**src/rtl/mem_stage_sram.sv**
```systemverilog
// MEM stage: 32-bit loads/stores over a 16-bit SRAM as two half-word accesses,
// stalling upstream stages with freeze while the access is in flight.
module mem_stage_sram #(
  parameter int BASE_ADDR     = 1024,
  parameter int ACCESS_CYCLES = 2,
  parameter int SRAM_AW       = 18
) (
  input  logic               clk,
  input  logic               rst,
  input  logic               wb_en_in,
  input  logic               mem_r_en_in,
  input  logic               mem_w_en_in,
  input  logic [31:0]        alu_res_in,
  input  logic [31:0]        val_rm_in,
  input  logic [3:0]         dest_in,
  output logic               wb_en_out,
  output logic               mem_r_en_out,
  output logic [31:0]        alu_res_out,
  output logic [31:0]        mem_data,
  output logic [3:0]         dest_out,
  output logic               freeze,
  output logic [SRAM_AW-1:0] sram_addr,
  output logic [15:0]        sram_wdata,
  input  logic [15:0]        sram_rdata,
  output logic               sram_we_n,
  output logic               sram_dq_oe
);
  localparam int CW = (ACCESS_CYCLES > 1) ? $clog2(ACCESS_CYCLES) : 1;

  typedef enum logic [1:0] {IDLE, LO, HI, DONE} state_t;

  state_t          state_q;
  logic [CW-1:0]   cnt_q;
  logic [31:0]     mem_data_q;

  logic            req, is_store, is_load, last, active, hi;
  logic [31:0]     off;
  logic            unused_bits;

  assign req      = mem_r_en_in | mem_w_en_in;
  assign is_store = mem_w_en_in;
  assign is_load  = mem_r_en_in & ~mem_w_en_in;
  assign last     = (cnt_q == CW'(ACCESS_CYCLES - 1));
  assign active   = (state_q == LO) | (state_q == HI);
  assign hi       = (state_q == HI);

  // Byte offset from the SRAM window; bits [1:0] select nothing (word aligned).
  assign off         = alu_res_in - 32'(BASE_ADDR);
  assign unused_bits = ^{off[31:SRAM_AW+1], off[1:0]};

  always_ff @(posedge clk) begin
    if (!rst) begin
      state_q    <= IDLE;
      cnt_q      <= '0;
      mem_data_q <= '0;
    end else begin
      case (state_q)
        IDLE: if (req) begin
          state_q <= LO;
          cnt_q   <= '0;
        end
        LO: if (last) begin
          state_q <= HI;
          cnt_q   <= '0;
          if (is_load) mem_data_q[15:0] <= sram_rdata;
        end else begin
          cnt_q <= cnt_q + CW'(1);
        end
        HI: if (last) begin
          state_q <= DONE;
          cnt_q   <= '0;
          if (is_load) mem_data_q[31:16] <= sram_rdata;
        end else begin
          cnt_q <= cnt_q + CW'(1);
        end
        default: state_q <= IDLE;
      endcase
    end
  end

  // DONE is the only unfrozen cycle of a memory op, so the MEM/WB register
  // captures the result exactly once.
  assign freeze       = rst & req & (state_q != DONE);
  assign wb_en_out    = wb_en_in & ~freeze;
  assign mem_r_en_out = mem_r_en_in;
  assign alu_res_out  = alu_res_in;
  assign dest_out     = dest_in;
  assign mem_data     = mem_data_q;

  assign sram_addr  = active ? {off[SRAM_AW:2], hi} : '0;
  assign sram_we_n  = ~(active & is_store);
  assign sram_dq_oe = active & is_store;
  assign sram_wdata = (active & is_store) ? (hi ? val_rm_in[31:16] : val_rm_in[15:0]) : 16'h0;

endmodule

```
**config.mk**
```make
export PLATFORM = sky130hd
export DESIGN_NAME = mem_stage_sram
export DESIGN_NICKNAME = d
export VERILOG_FILES = /design/src/rtl/mem_stage_sram.sv
export SDC_FILE = /design/constraint.sdc
export NUM_CORES = 1
export LEC_CHECK = 0
export ABC_AREA = 1
export CORE_ASPECT_RATIO = 1.25
export CORE_MARGIN = 8
export CORE_UTILIZATION = 29
export CTS_CLUSTER_DIAMETER = 40
export CTS_CLUSTER_SIZE = 30
export DETAILED_ROUTE_END_ITERATION = 8
export PLACE_DENSITY = 0.88
export SETUP_SLACK_MARGIN = 0.2
export SYNTH_ARGS = -nofsm -noshare
export SYNTH_HDL_FRONTEND = slang
export SYNTH_SLANG_ARGS = --single-unit
```
**constraint.sdc**
```tcl
create_clock -name clk -period 2 [get_ports clk]
set_clock_uncertainty 0.2 [all_clocks]
set_input_delay 0.6 -clock clk [delete_from_list [all_inputs] [get_ports clk]]
set_output_delay 0.6 -clock clk [all_outputs]
set_load 0.05 [all_outputs]
```
==> results_dict.tcl <==
set metrics [dict create \
    outcome "complete, but fails checks" \
    failed_checks "negative setup slack" \
    rsz0062_at_grt "true" \
    port_buffers 157 \
    setup.worst_path.class "in2out" \
    diodes 0 \
    hold_viol 0 \
    fin_util_pct 81.1 \
    fin_nets 611 \
    syn-num-nets 430 \
    cts_tree "done" \
    yosysTopAreaCellShare_pct 30.3 \
    synth_top_family_by_area "simple AND/OR/NAND/NOR gates" \
    hp-class "reg2reg" \
    slew_viol_final 0 \
    powerDensity_nw_per_um2 1060 \
    dieWidth_um 95.9 \
    synth.mux.area_fraction_pct 0 \
    gp_congestion 0.803 \
    grt-busiest-layer "met2" \
    grt_pass1_vias 3471 \
    yosys.area_share.adder_pct 2.70 \
    slowest_delay_ps 140 \
    fin_crit_ps 2420 \
    ys_ff_latch 35 \
    synth_area_leaders "dfxtp_1 30%, nand2_1 15%, buf_4 13%, a21oi_1 8.4%, nand3_1 8.4%" \
    overflow 0 \
    worst_slew_pin_slew_ps 474 \
    clkSinkCount 35 \
    dp_hpwl_um 8570 \
    vias_per_cell 5.00 \
    area_growth_pct 173 \
    crit_path_start_kind "input pin" \
    antenna_found_initial 0 \
    yosysWarnings 0 \
    start_util_pct 29.7 \
    irDropWorstVdd_mv 1.06 \
    n_fill_cell 401 \
    fmax_mhz 414 \
    grt_max_degree 33 \
    path_cells "buf_6 -> buf_6 -> inv_12 -> buf_6 -> nand3_2 -> nor2_2 -> nand2_1 -> nand2_1 -> nor2_4 -> buf_12" \
    core-area_um2 7790 \
    drtAntennaViolNets 0 \
    cp.required_ps 1200 \
    drt_iter0_markers 89 \
    drt_pre_antenna_iters 5 \
    grt_pass1_wl_um 18500 \
    die_y_um 116 \
    synth.avg_cell_area_um2 6.89 \
    slew_headroom_pct 68.4 \
    drive_gt1_share_pct 69.5 \
    htree_levels 2 \
    root_buffer "clkbuf_8" \
    whs_ps 305 \
    synthSimpleGateAreaFrac_pct 28.5 \
    met3_usage_pct 9.01 \
    fin_ws_ps -417 \
    clk_path_buf_depth 2 \
    synthXorXnorAreaFrac_pct 0 \
    cp_max_fo 3 \
    leakage_uw 0.00240 \
    drt-wirelength-per-cell_um 20.2 \
    met1_usage_pct 19.6 \
    synth_compound_area_share_pct 15.8 \
    grt_use_met2_pct 40.7 \
    grt_usage_pct 21.6 \
    clock_latency_ps 290 \
    drt_wl_total_um 12400 \
    final.period_utilization_pct 121 \
    critPathArrivalTime_ps 1620 \
    ys_types 22 \
    num_vias 3067 \
    io_pins 196 \
    cap_violations 0 \
    cts_inserted_buffers 5 \
    clk_pin_slew_ps 80 \
    holdBufCountCts 0 \
    syn-instance-count 336 \
    num_rows 36 \
    critPathCaptureType "output port" \
    synthesis.area_um2 2320 \
    cp_common_cell "buf_6" \
    crit_path_top_delay_cell "buf_12" \
    yosysTopAreaCell "dfxtp_1" \
    drc 0 \
    setup_viol 48 \
    finalSetupTns_ps -14210 \
    dieArea_um2 11100 \
    seq_area_frac_synth_pct 30.3 \
]
## kinds of logic (layout without fill, tap and decap cells)
group                      count (synthesis)  count (layout)
DFF                                       35              35
and+or+nand+nor                          155             159
adders and majority gates                  5               5
AOI/OAI and AO/OA                         60              60
buffers and inverters                     81             259
## cells in the final DEF, fill, tap and decap left out, drive strengths merged
cell	synthesis	routed
buf	52	175
nand2	93	97
a21oi	55	55
clkdlybuf4s50	0	49
nand3	39	39
dfxtp	35	35
nor2	21	21
inv	26	19
clkinvlp	0	8
clkbuf	2	5
ha	5	5
o21ai	4	4
clkinv	0	2
or2	1	1
nor3	1	1
o21bai	1	1
bufinv	0	1
## sequential cells by signal, summed over array words and instances (netlist names)
name	cells
mem_data	32
state_q	2
cnt_q	1
## path summary, 6_finish.rpt
path,start,to,slack (ps),cells after the start
hold reg to reg,mem_data[26],mem_data[26],300,2
hold / removal,mem_data[26],mem_data[26],300,2
setup reg to reg,state_q[1],state_q[0],-90,12
setup / recovery,alu_res_in[11],sram_addr[14],-420,10
## synthesized netlist by cell type
library cell    n
a21oi_1        39
a21oi_2        16
buf_12          1
buf_2           5
buf_4          40
buf_6           6
clkbuf_1        2
dfxtp_1        35
dlygate4sd1_1   1
ha_1            5
inv_1          20
inv_2           6
nand2_1        90
nand2_2         1
nand2_4         2
nand3_1        39
nor2_1         20
nor2_4          1
nor3_1          1
o21ai_1         4
o21bai_2        1
or2_0           1
## cell type report
| type | instances | area, um2 | share of cell area (%) |
|---|---|---|---|
| Timing Repair inverter | 1 | 11.3 | 0.178 |
| Inverter | 26 | 170 | 2.69 |
| Timing Repair Buffer | 224 | 3200 | 50.6 |
| Clock inverter | 3 | 43.8 | 0.693 |
| Clock buffer | 5 | 68.8 | 1.09 |
| Tap cell | 95 | 119 | 1.88 |
| Multi-Input combinational cell | 224 | 2000 | 31.7 |
| Sequential cell | 35 | 706 | 11.2 |
## routing by layer
layer	share of wire, %	up-vias
li1	-	1411
met1	30	1462
met2	56	158
met3	9.7	36
met4	3.8	0
met5	0	-
## metrics by stage
| stage | power [uW] | std cells | worst slack, ps | area (um2) |
|---|---|---|---|---|
| detailed placement | 4980 | 577 | -811 | 5310 |
| finish | 6690 | 613 | -417 | 6320 |
| floorplan | 3330 | 336 | -212 | 2860 |
| global placement | 4880 | 577 | -745 | 5310 |
| CTS | 6460 | 607 | -399 | 6090 |
| global route | 6930 | 613 | -464 | 6320 |
## worst max-delay path, delay by kind of cell
family / cells / cell delay (ps)
buffers and inverters: 5 / 500
AND/OR/NAND/NOR: 5 / 510
## report_power, final
| group | internal (uW) | switching (uW) |
|---|---|---|
| clock network | 371 | 272 |
| logic | 2440 | 2810 |
| registers | 741 | 48.5 |
## what timing repair did
item	4_1_cts	5_1_grt
pin swaps	49	42
buffers inserted	15	6
resized for setup	202	43
setup endpoints to repair	91	67
gates cloned	7	0
(Power assumes the default switching activity.)
